**src/rtl/fetch_unit_pkg.sv**
```systemverilog
// Shared definitions for the instruction fetch stage.
package fetch_unit_pkg;

    typedef enum logic [1:0] {
        IDLE  = 2'd0,
        REQ   = 2'd1,
        WAIT  = 2'd2,
        FLUSH = 2'd3
    } fetch_state_e;

    localparam logic [31:0] INSTR_ALIGN_MASK = 32'hFFFF_FFFC;

endpackage

```
**src/rtl/fetch_fifo.sv**
```systemverilog
// Prefetch FIFO holding {pc, instr} pairs; flush takes priority over push and pop.
module fetch_fifo #(
    parameter int unsigned FIFO_DEPTH = 2,
    localparam int unsigned AW = (FIFO_DEPTH > 1) ? $clog2(FIFO_DEPTH) : 1,
    localparam int unsigned CW = AW + 1
) (
    input  logic          clk,
    input  logic          rst_n,
    input  logic          push,
    input  logic          pop,
    input  logic          flush,
    input  logic [63:0]   wdata,
    output logic [63:0]   rdata,
    output logic [CW-1:0] count,
    output logic          full,
    output logic          empty
);

    logic [63:0]   mem [FIFO_DEPTH];
    logic [AW-1:0] wr_ptr;
    logic [AW-1:0] rd_ptr;
    logic          do_push;
    logic          do_pop;

    assign full    = (count == CW'(FIFO_DEPTH));
    assign empty   = (count == '0);
    assign do_push = push & (~full | pop);
    assign do_pop  = pop & ~empty;
    assign rdata   = mem[rd_ptr];

    always_ff @(posedge clk or negedge rst_n) begin
        if (!rst_n) begin
            wr_ptr <= '0;
            rd_ptr <= '0;
            count  <= '0;
        end else if (flush) begin
            wr_ptr <= '0;
            rd_ptr <= '0;
            count  <= '0;
        end else begin
            if (do_push) wr_ptr <= wr_ptr + AW'(1);
            if (do_pop)  rd_ptr <= rd_ptr + AW'(1);
            count <= count + CW'(do_push) - CW'(do_pop);
        end
    end

    // Storage is data only; validity is tracked by count, so no reset here.
    always_ff @(posedge clk) begin
        if (do_push && !flush) mem[wr_ptr] <= wdata;
    end

endmodule

```
**src/rtl/fetch_unit.sv**
```systemverilog
// Instruction fetch: one outstanding memory request at a time, prefetch FIFO toward the decoder.
module fetch_unit
    import fetch_unit_pkg::*;
#(
    parameter int unsigned FIFO_DEPTH = 2,
    parameter logic [31:0] RESET_ADDR = 32'h0000_0000
) (
    input  logic        clk,
    input  logic        rst_n,
    input  logic        redirect_i,
    input  logic [31:0] redirect_addr_i,
    output logic        instr_req_o,
    output logic [31:0] instr_addr_o,
    input  logic        instr_gnt_i,
    input  logic        instr_rvalid_i,
    input  logic [31:0] instr_rdata_i,
    output logic        instr_valid_o,
    output logic [31:0] instr_o,
    output logic [31:0] instr_pc_o,
    input  logic        instr_ready_i
);

    localparam int unsigned CW = ((FIFO_DEPTH > 1) ? $clog2(FIFO_DEPTH) : 1) + 1;
    localparam logic [CW-1:0] DEPTH_C = CW'(FIFO_DEPTH);

    fetch_state_e  state;
    logic [31:0]   fetch_addr;
    logic          pend_vld;
    logic [31:0]   pend_addr;
    logic [31:0]   target;
    logic          push;
    logic          pop;
    logic [CW-1:0] fifo_cnt;
    logic [CW-1:0] fifo_cnt_next;
    logic          fifo_full;
    logic          fifo_empty;
    logic [63:0]   fifo_head;
    logic          space_next;

    assign target = redirect_addr_i & INSTR_ALIGN_MASK;
    assign pop    = instr_valid_o & instr_ready_i;
    assign push   = (state == WAIT) & instr_rvalid_i & ~redirect_i & (~fifo_full | pop);

    assign fifo_cnt_next = redirect_i ? '0 : (fifo_cnt + CW'(push) - CW'(pop));
    assign space_next    = (fifo_cnt_next < DEPTH_C);

    always_ff @(posedge clk or negedge rst_n) begin
        if (!rst_n) begin
            state      <= IDLE;
            fetch_addr <= RESET_ADDR & INSTR_ALIGN_MASK;
            pend_vld   <= 1'b0;
        end else begin
            case (state)
                IDLE: begin
                    if (redirect_i) begin
                        fetch_addr <= target;
                        state      <= REQ;
                    end else if (space_next) begin
                        state <= REQ;
                    end
                end
                // Address stays put until granted; a redirect without grant waits in pend_*.
                REQ: begin
                    if (instr_gnt_i) begin
                        pend_vld <= 1'b0;
                        if (redirect_i) begin
                            fetch_addr <= target;
                            state      <= FLUSH;
                        end else if (pend_vld) begin
                            fetch_addr <= pend_addr;
                            state      <= FLUSH;
                        end else begin
                            fetch_addr <= fetch_addr + 32'd4;
                            state      <= WAIT;
                        end
                    end else if (redirect_i) begin
                        pend_vld <= 1'b1;
                    end
                end
                WAIT: begin
                    if (redirect_i) begin
                        fetch_addr <= target;
                        state      <= instr_rvalid_i ? REQ : FLUSH;
                    end else if (instr_rvalid_i) begin
                        state <= space_next ? REQ : IDLE;
                    end
                end
                FLUSH: begin
                    if (redirect_i)     fetch_addr <= target;
                    if (instr_rvalid_i) state      <= REQ;
                end
                default: state <= IDLE;
            endcase
        end
    end

    always_ff @(posedge clk) begin
        if (state == REQ && !instr_gnt_i && redirect_i) pend_addr <= target;
    end

    // fetch_addr has already advanced past the word now returning.
    fetch_fifo #(
        .FIFO_DEPTH (FIFO_DEPTH)
    ) u_fifo (
        .clk   (clk),
        .rst_n (rst_n),
        .push  (push),
        .pop   (pop),
        .flush (redirect_i),
        .wdata ({fetch_addr - 32'd4, instr_rdata_i}),
        .rdata (fifo_head),
        .count (fifo_cnt),
        .full  (fifo_full),
        .empty (fifo_empty)
    );

    assign instr_req_o   = (state == REQ);
    assign instr_addr_o  = fetch_addr;
    assign instr_valid_o = ~fifo_empty;
    assign instr_o       = instr_valid_o ? fifo_head[31:0]  : 32'h0;
    assign instr_pc_o    = instr_valid_o ? fifo_head[63:32] : 32'h0;

endmodule

```
**config.mk**
```make
export PLATFORM = sky130hd
export DESIGN_NAME = fetch_unit
export DESIGN_NICKNAME = d
export VERILOG_FILES = /design/src/rtl/fetch_unit_pkg.sv /design/src/rtl/fetch_fifo.sv /design/src/rtl/fetch_unit.sv
export SDC_FILE = /design/constraint.sdc
export NUM_CORES = 1
export LEC_CHECK = 0
export ABC_AREA = 1
export CORE_MARGIN = 4
export CORE_UTILIZATION = 40
export CTS_BUF_LIST = sky130_fd_sc_hd__clkbuf_4
export DETAILED_ROUTE_END_ITERATION = 8
export DONT_BUFFER_PORTS = 1
export PLACE_DENSITY_LB_ADDON = 0.1
export SETUP_SLACK_MARGIN = 0.4
export SKIP_CTS_REPAIR_TIMING = 1
export SLEW_MARGIN = 25
export SYNTH_ARGS = -nofsm -noshare
export SYNTH_HDL_FRONTEND = slang
export SYNTH_SLANG_ARGS = --single-unit
```
**constraint.sdc**
```tcl
create_clock -name clk -period 5.5 [get_ports clk]
set_clock_uncertainty 0.05 [all_clocks]
set_input_delay 0.55 -clock clk [delete_from_list [all_inputs] [get_ports clk]]
set_output_delay 0.55 -clock clk [all_outputs]
set_load 0.05 [all_outputs]
```
Word level (Yosys, flattened, before mapping)
Memory sizes are Yosys's and may differ from the RTL's.
Cells that the tools add are included.
{"block": "word_totals", "regBits": 69, "latch_bits": 0, "mem_bits_rw": 128, "mem_bits_ro": 0, "inputBits": 70, "out_inout_bits": 98, "wordCells": 78, "n_memories": 1}
{"memory": "u_fifo.mem", "depth": 2, "width": 64, "read_ports": 1, "rd_clocked_by_memory_dff": 0, "write_ports": 1, "line_no": "fetch_fifo.sv:19", "text": "logic [63:0] mem [FIFO_DEPTH];"}
{"block": "classes", "add_sub_neg": 8, "n_mul": 0, "div_mod_pow": 0, "magnitude_cmp": 1, "eq_ne": 9, "shifts": 0, "muxes": 28, "n_bitwise": 10, "n_reduce_logical": 14}
{"cell": "two-way mux 32 bit", "count": 6}
{"cell": "case mux 32 bit (2 select lines)", "count": 1}
{"cell": "adder 32 x 3 -> 32 bit (second input constant)", "count": 1}
{"cell": "subtractor 32 x 3 -> 32 bit (second input constant)", "count": 1}
{"cell": "two-way mux 2 bit", "count": 9}
{"cell": "two-way mux 1 bit", "count": 11}
{"cell": "case mux 2 bit (4 select lines)", "count": 1}
{"cell": "bitwise AND 1 bit", "count": 6}
{"cell": "equality test 2 bit (second input constant)", "count": 3}
{"cell": "!= test 3 bit (second input constant)", "count": 2}
{"cell": "nonzero test 2 bit", "count": 3}
{"cell": "adder 2 x 1 -> 2 bit", "count": 2}
{"cell": "zero test 2 bit", "count": 2}
{"cell": "!= test 2 x 1 -> 1 bit (second input constant)", "count": 2}
{"cell": "AND reduction 2 bit", "count": 2}
{"cell": "AND reduction 4 bit", "count": 1}
{"cell": "subtractor 2 x 1 -> 2 bit", "count": 2}
{"cell": "logical AND 1 bit", "count": 3}
{"cell": "NOT 1 bit", "count": 3}
{"cell": "OR reduction 3 bit", "count": 1}
{"cell": "adder 1 bit (second input constant)", "count": 2}
{"cell": "equality test 2 x 1 -> 1 bit (second input constant)", "count": 1}
{"cell": "zero test 1 bit", "count": 2}
{"cell": "less-than comparator 2 bit (second input constant)", "count": 1}
{"cell": "other kinds (2)", "count": 2}

Logic depth before layout (Yosys ltp)
{"block": "depth", "word_depth": 13, "mapped_depth": 12, "ltp_nobuf": 12}

Hierarchy
Synthesis repeated with hierarchy kept, for this count alone.
{"block": "unflattened", "cells_unflattened": 1154, "hier_area_um2": 9917.0}
{"module": "fetch_unit", "instances": 1, "cells_each": 781, "area_per_inst_um2": 5004.8, "seq_area_each_um2": 1726.7}
{"module": "fetch_fifo", "instances": 1, "cells_each": 373, "area_per_inst_um2": 4912.2, "seq_area_each_um2": 3943.8}

Worst setup path before layout
Ideal clock, no wire load.
{"block": "synth_timing", "path_type": "input to register", "start": "input redirect_i", "end": "memory u_fifo.mem[0][0], enable pin", "setup_time_ps": 482, "arrival_time_ps": 3566, "t_required_ps": 4968, "setup_slack_ps": 1402, "stages": 4, "n_path_buf": 1, "cell_sequence": "buf_2 nor2_1 nand2_1 nor2_1"}
{"block": "synth_between", "elab_chain_len": 7, "word_cells_on_any_way": 8, "classes_between": "2 x mux; 4 x bitwise; 2 x reduce/logical"}
{"item": "start, declared", "line_no": "fetch_unit.sv:10", "text": "input logic redirect_i,"}
{"item": "NOT 1 bit", "line_no": "fetch_unit.sv:42", "text": "assign push = (state == WAIT) & instr_rvalid_i & ~redirect_i & (~fifo_full | pop);"}
{"item": "bitwise AND 1 bit (2 in series)", "line_no": "fetch_unit.sv:42"}
{"item": "bitwise AND 1 bit", "line_no": "fetch_fifo.sv:27", "text": "assign do_push = push & (~full | pop);"}
{"item": "logical AND 1 bit *", "line_no": "fetch_fifo.sv:49", "text": "if (do_push && !flush) mem[wr_ptr] <= wdata;"}
{"item": "two-way mux 1 bit *", "line_no": "fetch_fifo.sv:49"}
{"item": "two-way mux 1 bit (not written as such) *", "line_no": "fetch_fifo.sv:49"}
{"item": "end, declared", "line_no": "fetch_fifo.sv:19"}
Mark *: on every way between the ends. The rest lies on a longest branch, timed or not.

Worst setup path in the final report
{"block": "layout_timing", "start": "register u_fifo.rd_ptr", "end": "output instr_pc_o[15]"}
{"block": "layout_between", "elab_chain_len": 2}
{"item": "start, declared", "line_no": "fetch_fifo.sv:21", "text": "logic [AW-1:0] rd_ptr;"}
{"item": "start signal, assigned", "line_no": "fetch_fifo.sv:42", "text": "if (do_pop) rd_ptr <= rd_ptr + AW'(1);"}
{"item": "memory (2 x 64 bit)"}
{"item": "two-way mux 32 bit", "line_no": "fetch_unit.sv:121", "text": "assign instr_pc_o = instr_valid_o ? fifo_head[63:32] : 32'h0;"}
{"item": "end, declared", "line_no": "fetch_unit.sv:19", "text": "output logic [31:0] instr_pc_o,"}
Every way passes these cells.

==> results.md <==
- CP startpoint kind: register
- Crit Path Max Fanout: 62
- Power density cells: 544 mW/mm²
- Clk slew on worst S/H paths: between 150 and 200 ps
- Wirelength per Cell: about 18 µm
- Status: finished, final reports clean
- Combined area of all synthesized cells: 0.00943 mm²
- Post-DP HPWL: 16.3 mm
- Via count: ~7000
- GPL Wtd Cong: roughly 0.88
- First-pass GRT wire length: 36.6 mm
- Seq/Total Area, Yosys: 0.589
- Share of cells above drive strength 1: 0.116
- Synth Instances: ~1000
- Critical-path cell list: inv_2 -> buf_4 -> nand2_1 -> a21oi_1
- RSZ-0062 raised after global routing: false
- Initial Util: 0.411
- Peak Freq: 0.312 GHz
- Slowest stage delay, CP: slightly below 900 ps
- Multi-input logic area: between 0.003 and 0.004 mm²
- Filler Cells Inserted: 2251
- Clk buf depth: 2
- HP Class: in2reg
- Synthesized area per cell: about 9.4 µm²
- Peak supply drop: approximately 0.36 mV
- Setup CP Type: reg2out
- Vias in the first global route: ~6300
- Post-route DRC: 0
- Clock sinks: approximately 190
- #FFs+latches synth: approximately 190
- Endpoints failing setup: 0
- FF/Latch Area: roughly 0.0056 mm²
- Ys Warns: 0
- Largest net degree at the start of global routing: 65
- Row cnt: 55
- Number of CTS-inserted buffers: 17
- Die X-Extent: 162 µm
- Synthesis-to-layout area growth: 14.3%
- Final Slew Violations: 0
- DRT iter0 DRCs: approximately 500
- Core area: 0.0229 mm²
- Worst Path Arrival: around 2600 ps
- Vias per cell: 4.99
- Clock Power Share: 0.136
- H-tree Lvls: 4
- DRT antenna net count: 0
- Data required time of the critical path: approximately 4900 ps
- Root Buffer: clkbuf_4
- P_sw: roughly 0.0032 W
- Post-synthesis cell type count: 33
- Final hold slack: 90.7 ps
- Static Leak: between 4 and 5 nW
- Slew @ Worst Pin: roughly 1100 ps
- Congestion Overflow GR: 0
- Initial antenna violation count: 1
- Gate power share: 0.418
- Final Hold Viols: 0
- DRT Wirelength: approximately 25 mm
- Router iterations before antenna repair: 5
- CTS tree: done
- Insertion delay to the later sink of the worst-skew pair: just under 600 ps
- Slowest CP cell: a21oi_1
- Crit path time final: between 3000 and 4000 ps
- Die footprint: approximately 0.026 mm²
- Internal power: between 0.002 and 0.003 W
- Sequential fraction of design power: 0.446
- Port buffer count: 0
- Die height: 162 µm
- Dpl cell area: 0.00973 mm²
- Final worst path period share: 0.582
- CP Buf/Inv Count: 2
- Final nets: 1120
- Total GRT Usage: 0.181
- Sum Neg Setup Slack: 0 ps
- Largest delay contributor family on the critical path: compound AO/OA/AOI/OAI gates
- Max Cap Viol: 0
- Crit. End Element: output port
- Sw frac: 0.549
- Finished Cell Area: around 0.011 mm²
- Worst slew margin: 0.259
- IO Pins: 168
==> synth_stat cells <==
master / instances / area share
a21oi_1: 115 / 0.061
a22oi_1: 13 / 0.010
buf_1: 3 / 0.0012
buf_2: 18 / 0.0096
buf_4: 7 / 0.0056
buf_6: 1 / 0.0012
clkbuf_1: 27 / 0.011
clkinv_1: 1 / 0.00040
clkinv_2: 1 / 0.00053
conb_1: 1 / 0.00040
dfrtp_1: 37 / 0.098
edfxtp_1: 154 / 0.49
ha_1: 8 / 0.011
inv_1: 49 / 0.020
inv_2: 8 / 0.0032
nand2_1: 252 / 0.10
nand2_2: 9 / 0.0060
nand2_4: 3 / 0.0036
nand3_1: 44 / 0.023
nand3_2: 5 / 0.0053
nand3b_1: 1 / 0.00080
nand4_1: 6 / 0.0040
nor2_1: 149 / 0.059
nor2_2: 13 / 0.0086
nor2_4: 6 / 0.0072
nor2_8: 4 / 0.0085
nor3_1: 5 / 0.0027
nor3_2: 1 / 0.0011
o21ai_0: 24 / 0.013
o21ai_1: 1 / 0.00053
o21bai_1: 2 / 0.0016
xnor2_1: 5 / 0.0046
xor2_1: 29 / 0.027
==> sequential cells by signal (all words and copies together), names as in the netlist <==
signal,flops
instr_addr_o,30
u_fifo.rd_ptr,1
u_fifo.mem,124
u_fifo.count,2
state,2
u_fifo.wr_ptr,1
pend_vld,1
pend_addr,30
==> cells in the final DEF, fill, tap and decap left out, types with 4 or more instances in the layout <==
cell,count
nand2_2,9
nand4_1,6
edfxtp_1,154
conb_1,4
dfrtp_1,36
nand3_2,5
a21oi_1,91
xor2_1,29
ha_1,8
dlygate4sd3_1,64
inv_1,48
nor2_2,14
inv_2,9
xnor2_1,5
clkbuf_4,18
nand3_1,44
nor2_1,145
nor2_4,9
nor2_8,4
o21ai_0,24
a22oi_1,13
nand2_1,252
buf_4,6
clkinv_4,4
a21oi_2,24
nor3_1,5
==> power by group through the flow <==
stage | Clock, W | Sequential (W) | Combinational (W)
floorplan | 0 | 0.00241 | 0.00208
global placement | 0 | 0.00265 | 0.00233
detailed placement | 0 | 0.00265 | 0.00240
CTS | 0.000831 | 0.00262 | 0.00241
global route | 0.000881 | 0.00266 | 0.00269
finish | 0.000796 | 0.00262 | 0.00245
==> final timing paths <==
kind	startpoint	slack, ps	depth (start not counted)	endpoint
min in group asynchronous	rst_n	370	2	instr_addr_o[29]
max reg2reg	state[1]	2700	7	instr_addr_o[15]
max in group asynchronous	rst_n	4780	2	u_fifo.rd_ptr
min	redirect_i	90	2	instr_addr_o[8]
max	u_fifo.rd_ptr	2300	4	instr_pc_o[15]
min reg2reg	state[1]	530	2	state[1]
==> routing by layer <==
layer / global-route usage / routed length (µm) / vias to the layer above
met1: 0.245 / 11400 / 3216
li1: - / - / 3408
met5: 0 / 0 / -
met3: 0.0546 / 1530 / 16
met2: 0.288 / 11400 / 190
met4: 0.0423 / 247 / 0
==> metrics by stage <==
stage | total power [W] | std cells | setup slack, ps | util
2_1_floorplan | 0.00448 | 1005 | 1400 | -
3_3_place_gp | 0.00498 | 1268 | 2520 | 0.421
3_5_place_dp | 0.00506 | 1269 | 2480 | 0.425
4_1_cts | 0.00586 | 1301 | 2200 | 0.438
5_1_grt | 0.00623 | 1369 | 2100 | 0.470
6_report | 0.00586 | 1369 | 2300 | 0.470
==> worst register-to-register path, cell delays in order (launching register included) <==
cell,delay (ps)
dfrtp_1,460
inv_1,90
ha_1,560
nor2_1,150
nor2_4,460
inv_2,490
a21oi_1,310
a22oi_1,90
==> cell type report <==
cell class / instances / area share
clock inverters: 14 / 0.0160
diodes: 1 / 0.000232
well taps: 313 / 0.0364
inverters: 59 / 0.0207
repair buffers: 74 / 0.0725
clock buffers: 18 / 0.0125
multi-input cells: 699 / 0.326
flip-flops and latches: 191 / 0.515
==> logic make-up (layout without fill, tap and decap cells) <==
group,Yosys count,count (layout),synth area share
compound gates,155,155,0.0863
xor+xnor,34,34,0.0316
fa+ha+maj,8,8,0.0106
buf+inv,115,165,0.0519
flops,191,191,0.589
other cells,1,5,0.000398
simple gates,498,498,0.231
Power figures use the tool's default switching activity.
